$ cat src/rtl/key_beep_pkg.sv
// Shared types and cycle-count helpers for the key-press beep player.
package key_beep_pkg;

    typedef enum logic [1:0] {
        IDLE = 2'd0,
        TONE = 2'd1,
        GAP  = 2'd2
    } state_e;

    function automatic int unsigned ms_to_cycles(int unsigned clk_freq, int unsigned ms);
        return (clk_freq / 1000) * ms;
    endfunction

    function automatic int unsigned half_period_cycles(int unsigned clk_freq, int unsigned tone_hz);
        return clk_freq / (2 * tone_hz);
    endfunction

endpackage

$ cat src/rtl/beep_tone_gen.sv
// Enable-gated square-wave divider: starts high on the cycle en rises, held low while en=0.
module beep_tone_gen #(
    parameter int unsigned HALF_CYC = 2
) (
    input  logic sys_clk,
    input  logic rst,
    input  logic en,
    output logic tone
);

    localparam int CNT_W = (HALF_CYC > 1) ? $clog2(HALF_CYC) : 1;

    logic [CNT_W-1:0] cnt_q, cnt_d;
    logic             tone_q, tone_d;
    logic             en_q;

    always_comb begin
        cnt_d  = cnt_q;
        tone_d = tone_q;
        if (!en) begin
            cnt_d  = '0;
            tone_d = 1'b0;
        end else if (!en_q) begin
            cnt_d  = '0;
            tone_d = 1'b1;
        end else if (cnt_q == CNT_W'(HALF_CYC - 1)) begin
            cnt_d  = '0;
            tone_d = ~tone_q;
        end else begin
            cnt_d = cnt_q + 1'b1;
        end
    end

    always_ff @(posedge sys_clk) begin
        if (rst) begin
            cnt_q  <= '0;
            tone_q <= 1'b0;
            en_q   <= 1'b0;
        end else begin
            cnt_q  <= cnt_d;
            tone_q <= tone_d;
            en_q   <= en;
        end
    end

    assign tone = tone_q;

endmodule

$ cat src/rtl/key_beep_player.sv
// Turns debounced key presses into fixed-length buzzer bursts separated by a silent gap,
// queueing presses that arrive while a burst is in progress.
//   state | meaning
//   IDLE  | nothing playing, queue empty
//   TONE  | square wave on the buzzer for BEEP_CYC cycles
//   GAP   | silence for GAP_CYC cycles before the next burst or IDLE
module key_beep_player
    import key_beep_pkg::*;
#(
    parameter int unsigned CLK_FREQ  = 50_000_000,
    parameter int unsigned TONE_HZ   = 2_000,
    parameter int unsigned BEEP_MS   = 100,
    parameter int unsigned GAP_MS    = 50,
    parameter int          PENDING_W = 3
) (
    input  logic                 sys_clk,
    input  logic                 rst,
    input  logic                 key_flag,
    input  logic                 key_value,
    output logic                 beep,
    output logic                 busy,
    output logic [PENDING_W-1:0] pending,
    output logic                 overflow
);

    localparam int unsigned HALF_CYC = half_period_cycles(CLK_FREQ, TONE_HZ);
    localparam int unsigned BEEP_CYC = ms_to_cycles(CLK_FREQ, BEEP_MS);
    localparam int unsigned GAP_CYC  = ms_to_cycles(CLK_FREQ, GAP_MS);
    localparam int unsigned MAX_CYC  = (BEEP_CYC > GAP_CYC) ? BEEP_CYC : GAP_CYC;
    localparam int          DUR_W    = $clog2(MAX_CYC + 1);
    localparam logic [PENDING_W-1:0] PEND_MAX = '1;

    if (HALF_CYC < 1 || BEEP_CYC < 1 || GAP_CYC < 1) begin : g_bad_params
        $error("key_beep_player: derived cycle counts must be at least 1");
    end

    state_e               state_q, state_d;
    logic [DUR_W-1:0]     dur_q, dur_d;
    logic [PENDING_W-1:0] pending_q, pending_d;
    logic                 overflow_q, overflow_d;
    logic                 press;
    logic                 start;
    logic                 have_work;

    assign press     = key_flag && !key_value;
    assign have_work = press || (pending_q != '0);

    always_comb begin
        state_d = state_q;
        start   = 1'b0;
        case (state_q)
            IDLE: begin
                if (have_work) begin
                    state_d = TONE;
                    start   = 1'b1;
                end
            end
            TONE: begin
                if (dur_q == DUR_W'(BEEP_CYC - 1)) state_d = GAP;
            end
            GAP: begin
                if (dur_q == DUR_W'(GAP_CYC - 1)) begin
                    if (have_work) begin
                        state_d = TONE;
                        start   = 1'b1;
                    end else begin
                        state_d = IDLE;
                    end
                end
            end
            default: state_d = IDLE;
        endcase
    end

    // Duration counter idles at zero and restarts on every state change.
    always_comb begin
        dur_d = dur_q + 1'b1;
        if (state_d != state_q || state_q == IDLE) dur_d = '0;
    end

    // A start that coincides with a press consumes that press, so the queue is untouched.
    always_comb begin
        pending_d  = pending_q;
        overflow_d = 1'b0;
        if (start) begin
            if (!press) pending_d = pending_q - 1'b1;
        end else if (press) begin
            if (pending_q == PEND_MAX) overflow_d = 1'b1;
            else                       pending_d  = pending_q + 1'b1;
        end
    end

    always_ff @(posedge sys_clk) begin
        if (rst) begin
            state_q    <= IDLE;
            dur_q      <= '0;
            pending_q  <= '0;
            overflow_q <= 1'b0;
        end else begin
            state_q    <= state_d;
            dur_q      <= dur_d;
            pending_q  <= pending_d;
            overflow_q <= overflow_d;
        end
    end

    // Driven from next state so the first high half-period lines up with TONE entry.
    beep_tone_gen #(
        .HALF_CYC(HALF_CYC)
    ) u_tone (
        .sys_clk(sys_clk),
        .rst    (rst),
        .en     (state_d == TONE),
        .tone   (beep)
    );

    assign busy     = (state_q != IDLE);
    assign pending  = pending_q;
    assign overflow = overflow_q;

endmodule
$ cat config.mk
export PLATFORM = sky130hd
export DESIGN_NAME = key_beep_player
export DESIGN_NICKNAME = d
export VERILOG_FILES = /design/src/rtl/key_beep_pkg.sv /design/src/rtl/beep_tone_gen.sv /design/src/rtl/key_beep_player.sv
export SDC_FILE = /design/constraint.sdc
export NUM_CORES = 1
export LEC_CHECK = 0
export CORE_UTILIZATION = 39
export DETAILED_ROUTE_END_ITERATION = 10
export PLACE_DENSITY = 0.61
export SLEW_MARGIN = 30
export SYNTH_ARGS = -nofsm -noshare
export SYNTH_HDL_FRONTEND = slang
export SYNTH_HIERARCHICAL = 1
export SYNTH_SLANG_ARGS = --single-unit
$ cat constraint.sdc
create_clock -name sys_clk -period 2.3 [get_ports sys_clk]
set_input_delay 0.46 -clock sys_clk [delete_from_list [all_inputs] [get_ports sys_clk]]
set_output_delay 0.46 -clock sys_clk [all_outputs]
set_load 0.005 [all_outputs]
## Word level (Yosys, flattened, before mapping)

Index checks and enable logic that the tools add are counted.

| word-level totals | value |
|---|---|
| register bits after elaboration | 45 |
| input port bits | 4 |
| logic and storage cells | 54 |

| operators by class | value |
|---|---|
| $add $sub $neg | 4 |
| equality and inequality tests | 11 |
| mux-type cells | 15 |
| bitwise logic cells | 4 |
| reduce and logical (&&, ||, !) cells | 13 |

Operators by type and width:

| operator | number |
|---|---|
| $add 23x1->23 const B | 1 |
| $eq 23x22->1 const B | 1 |
| $eq 23x23->1 const B | 1 |
| $add 14x1->14 const B | 1 |
| $eq 14x14->1 const B | 1 |
| $mux 3 | 4 |
| $mux 1 | 6 |
| $mux 2 | 3 |
| $ne 2x2->1 const B | 3 |
| $pmux 2 s3 | 1 |
| $eq 2x1->1 const B | 2 |
| $not 1->1 | 4 |
| $reduce_bool 2->1 | 2 |
| $reduce_or 2->1 | 2 |
| $reduce_or 4->1 | 1 |
| $add 3x1->3 const B | 1 |
| $eq 3x3->1 const B | 1 |
| $reduce_and 3->1 | 1 |
| $reduce_bool 3->1 | 1 |
| $reduce_or 3->1 | 1 |
| $sub 3x1->3 const B | 1 |
| $eq 2x2->1 const B | 1 |
| $logic_not 2->1 | 1 |
| $logic_or 1x1->1 | 2 |
| other kinds (4) | 4 |

## Logic depth before layout (Yosys ltp)

| depth | value |
|---|---|
| word-level depth | 9 |
| gate-level depth with buffers | 10 |

## Cells and area by module

The synthesis kept the hierarchy.

Modules (own cells, without submodules):

| module | instances | cells each | area each (um2) | seq. area each (um2) |
|---|---|---|---|---|
| key_beep_player | 1 | 163 | 1400.1 | 580.6 |
| beep_tone_gen | 1 | 75 | 685.7 | 320.3 |

## Worst setup path before layout

OpenSTA, ideal clock, no wires.

| timing path | value |
|---|---|
| kind | register to register |
| start | register dur_q[12] |
| end | register pending_q[2] (netlist: pending[2]) |
| setup time | 0.121 ns |
| data arrival time | 2.392 ns |
| required time | 2.179 ns |
| slack | -0.213 ns |
| cell stages (with the launch flop) | 9 |
| buffers on the path | 0 |
| path through | dfxtp_1 -> or4_4 -> nor4_2 -> a31oi_1 -> or2_1 -> fa_1 -> a31oi_1 -> a22oi_1 -> mux2_4 |

| on the way | value |
|---|---|
| word-level cells in the longest chain between the ends | 5 |

Ends and longest elaborated chain:

| element | line | text |
|---|---|---|
| start: declaration | key_beep_player.sv:38 | `logic [DUR_W-1:0] dur_q, dur_d;` |
| start signal: assignment | key_beep_player.sv:101 | `dur_q <= dur_d;` |
| $eq 23x22->1 (*) | key_beep_player.sv:62 | `if (dur_q == DUR_W'(GAP_CYC - 1)) begin` |
| $mux 1 (*) | key_beep_player.sv:62 |  |
| $pmux 1 s2 (*) | key_beep_player.sv:51 | `case (state_q)` |
| $ne 2x2->1 (no source line) / $reduce_bool 2->1 (equally long branches) | - |  |
| $reduce_and 3->1 (no source line) | - |  |
| end signal: assignment | key_beep_player.sv:102 | `pending_q <= pending_d;` |
| end: declaration | key_beep_player.sv:39 | `logic [PENDING_W-1:0] pending_q, pending_d;` |

Mark *: on every way between the ends. The rest lies on a longest branch, timed or not.
A chain may end at the register's enable or synchronous reset.

## Worst setup path after layout

Ends and elaborated chain as after synthesis.

==> results.json <==
{
  "hold_class": "flip-flop to flip-flop",
  "cap_violations": 0,
  "final_core_util_pct": 49.7,
  "place_congestion": 0.850,
  "final_area_sq_um": 2550,
  "grt_first_pass_wirelength_microns": 6360,
  "maxSlewViolCount": 0,
  "finalWorstSetupSlack_ns": -0.113,
  "synth_area_per_cell_sq_um": 8.76,
  "p_switching_w": 0.000489,
  "clock_path_buffers": 2,
  "p_leak_nw": 0.894,
  "dr.pass1.iters": 4,
  "ys_seq_elements": 45,
  "setup_viol": 1,
  "vias": 1649,
  "fp.dieW_microns": 75.1,
  "cp.arrival_ns": 2.59,
  "yosysSeqAreaShare_pct": 43.2,
  "failed_checks": "setup timing",
  "synth_commonest_cells": "48 x nor2_1, 45 x dfxtp_1, 18 x xnor2_1",
  "yosysTopAreaCell": "dfxtp_1",
  "worstSetupPathType": "flip-flop to flip-flop",
  "crit_required_ns": 2.48,
  "intPower_w": 0.00131,
  "setup_tns_ns": -0.113,
  "yosysMostFrequentCell": "nor2_1",
  "grt_overflow": 0,
  "pwr-share-clk_pct": 27.1,
  "drc": 0,
  "worstPathMaxFanout": 2,
  "drtIter0Drc": 74,
  "combPwrFrac_pct": 23.9,
  "min_period_ns": 2.41,
  "clkTransAtPathRegs_ns": 0.08,
  "swShare_pct": 27.2,
  "wl_microns": 3660,
  "status": "finished, violations left",
  "max_clock_freq_mhz": 414,
  "grt_usage_pct": 14.9,
  "worstPathCellList": "or4_4, nor4_4, a31oi_2, or2_1, fa_2, a31oi_1, a22oi_1, mux2_4",
  "dp_slack_ns": -0.0860,
  "via_per_inst": 4.79,
  "grt_start_max_net_pins": 24,
  "cts_root_buffer": "clkbuf_8",
  "grt_pass1_vias": 1500,
  "start_util_pct": 40.6,
  "top_layer_used": "met4",
  "syn_to_final_growth_pct": 22.4,
  "ios": 10,
  "syn_nets": 245,
  "drive_gt1_share_pct": 16.1,
  "worst_slew_margin_rel_pct": 72.4,
  "synthFlopType": "dfxtp_1",
  "cts.sinks": 45,
  "h-tree-depth": 2,
  "wl_met1_microns": 1870,
  "syn_area_sq_um": 2090,
  "dr_wl_met3_microns": 124,
  "antenna_found_initial": 0,
  "placed_area_sq_um": 2440,
  "numCtsBuffers": 5,
  "start_kind": "flip-flop",
  "avgRoutedWirePerCell_microns": 10.7,
  "worstMarginPinSlew_ns": 0.412,
  "postCtsSetupRepairBufs": 0,
  "wl_met2_microns": 1610,
  "clock_skew_ns": 0.00697,
  "fp.dieH_microns": 75.1,
  "worst_setup_path_end_kind": "flip-flop",
  "yosysTopAreaCellShare_pct": 43.2,
  "num-fill-cells": 511,
  "grt_setup_unrepaired": "true",
  "die_area_sq_um": 5640,
  "synth_cell_type_count": 41,
  "design.core.area_sq_um": 5140,
  "antenna_cells": 0,
  "final_antenna_net_count": 0,
  "synth-edff-count": 0,
  "seqPwrFrac_pct": 48.9,
  "insertion_delay_ns": 0.29,
  "yosysWarnings": 6,
  "critPathSlowestCell": "or4_4",
  "peakVddDrop_mv": 0.247,
  "synthCells": 238,
  "hold_slack_ns": 0.458,
  "cts_tree": "done",
  "nNetsFinal": 281,
  "hold_viol": 0,
  "postSynth.asyncResetShare_pct": 0,
  "max_stage_delay_ns": 0.55,
  "placementRows": 26,
  "synth.area.top_cells": "dfxtp_1 43%, nor2_1 8.6%, xnor2_1 7.6%",
  "p_per_area_nw_per_um2": 704,
  "post-route-period-util_pct": 105,
  "hpwl_microns": 2740,
  "io_buffers": 9
}
## layout make-up
cell class / instances / area, sq um / area share, %
timing repair buffer: 34 / 290 / 11.4
multi-input combinational: 179 / 1150 / 45.0
inverter: 9 / 33.8 / 1.32
tap: 70 / 87.6 / 3.43
clock buffer: 6 / 82.6 / 3.24
clock inverter: 1 / 7.51 / 0.294
sequential: 45 / 901 / 35.3
## registers in the layout, summed over array words and instances, names as in the netlist
signal and count:
dur_q 23, u_tone/cnt_q 14, pending 3, state_q 2
overflow 1, u_tone/en_q 1, u_tone/tone 1
## layer usage
metal,vias to the layer above,track usage (%)
li1,872,-
met2,20,24.4
met1,751,18.7
met3,6,4.42
met4,0,4.94
met5,-,0
## power by group through the flow
stage          clock network [W]  registers (W)  logic (W)
2_1_floorplan                  0       0.000892   0.000242
3_3_place_gp                   0       0.000894   0.000414
3_5_place_dp                   0       0.000895   0.000422
4_1_cts                 0.000507       0.000878   0.000422
5_1_grt                 0.000540       0.000888   0.000481
6_report                0.000487       0.000879   0.000430
## through the flow
stage | std cells | power (W)
floorplan | 238 | 0.00113
global placement | 337 | 0.00131
detailed placement | 337 | 0.00132
CTS | 344 | 0.00181
global route | 344 | 0.00191
finish | 344 | 0.00180
## placed cells by master, fill, tap and decap left out, types with 2 or more instances in the layout
cell type and instances:
buf_4 24, mux2_4 2, dfxtp_1 45, inv_1 9, or4_4 2, ha_1 2, nor4bb_1 2, and2_1 2
a21o_1 2, clkdlybuf4s50_1 9, xnor2_1 18, nand3_1 13, nor3_1 10, and4_1 2, nand3b_1 3, nand2_1 17
nand4_1 7, nor2_1 47, xor2_1 16, clkbuf_8 6, and3_1 8, nor2b_1 4, a21oi_1 2
## worst max-delay path: cells and delay by family, from the launching register on
kind | cells | cell delay [ns]
compound gates | 3 | 0.37
fa+ha+maj | 1 | 0.34
flops | 1 | 0.32
mux | 1 | 0.30
simple gates | 3 | 0.98
## cells by family (layout without fill, tap and decap cells)
logic type | count (synthesis) | in the layout | synth area share (%)
and+or+nand+nor | 131 | 131 | 33.1
DFF | 45 | 45 | 43.2
AOI/OAI and AO/OA | 9 | 9 | 2.88
muxes | 2 | 2 | 1.44
xor gates and xnor gates | 34 | 34 | 14.3
buffers and inverters | 14 | 50 | 3.00
adders and majority gates | 3 | 3 | 2.16
## path summary, 6_finish.rpt
kind	startpoint	end	slack, ns	depth (start not counted)
worst max-delay path	dur_q[12]$_SDFF_PP0_	pending[2]$_SDFFE_PP0P_	-0.11	8
worst min-delay path	u_tone/en_q$_SDFF_PP0_	u_tone/tone$_SDFFE_PP0P_	0.46	1
worst min register to register	u_tone/en_q$_SDFF_PP0_	u_tone/tone$_SDFFE_PP0P_	0.46	1
worst max register to register	dur_q[12]$_SDFF_PP0_	pending[2]$_SDFFE_PP0P_	-0.11	8
## what timing repair did
item / in CTS / in global routing
gates resized for setup: 0 / 5
hold buffers: 0 / 0
endpoints found under the setup margin: 1 / 15
pin swaps: 0 / 3
cloned: 0 / 0
No activity file was read; power rests on OpenSTA's default activity.
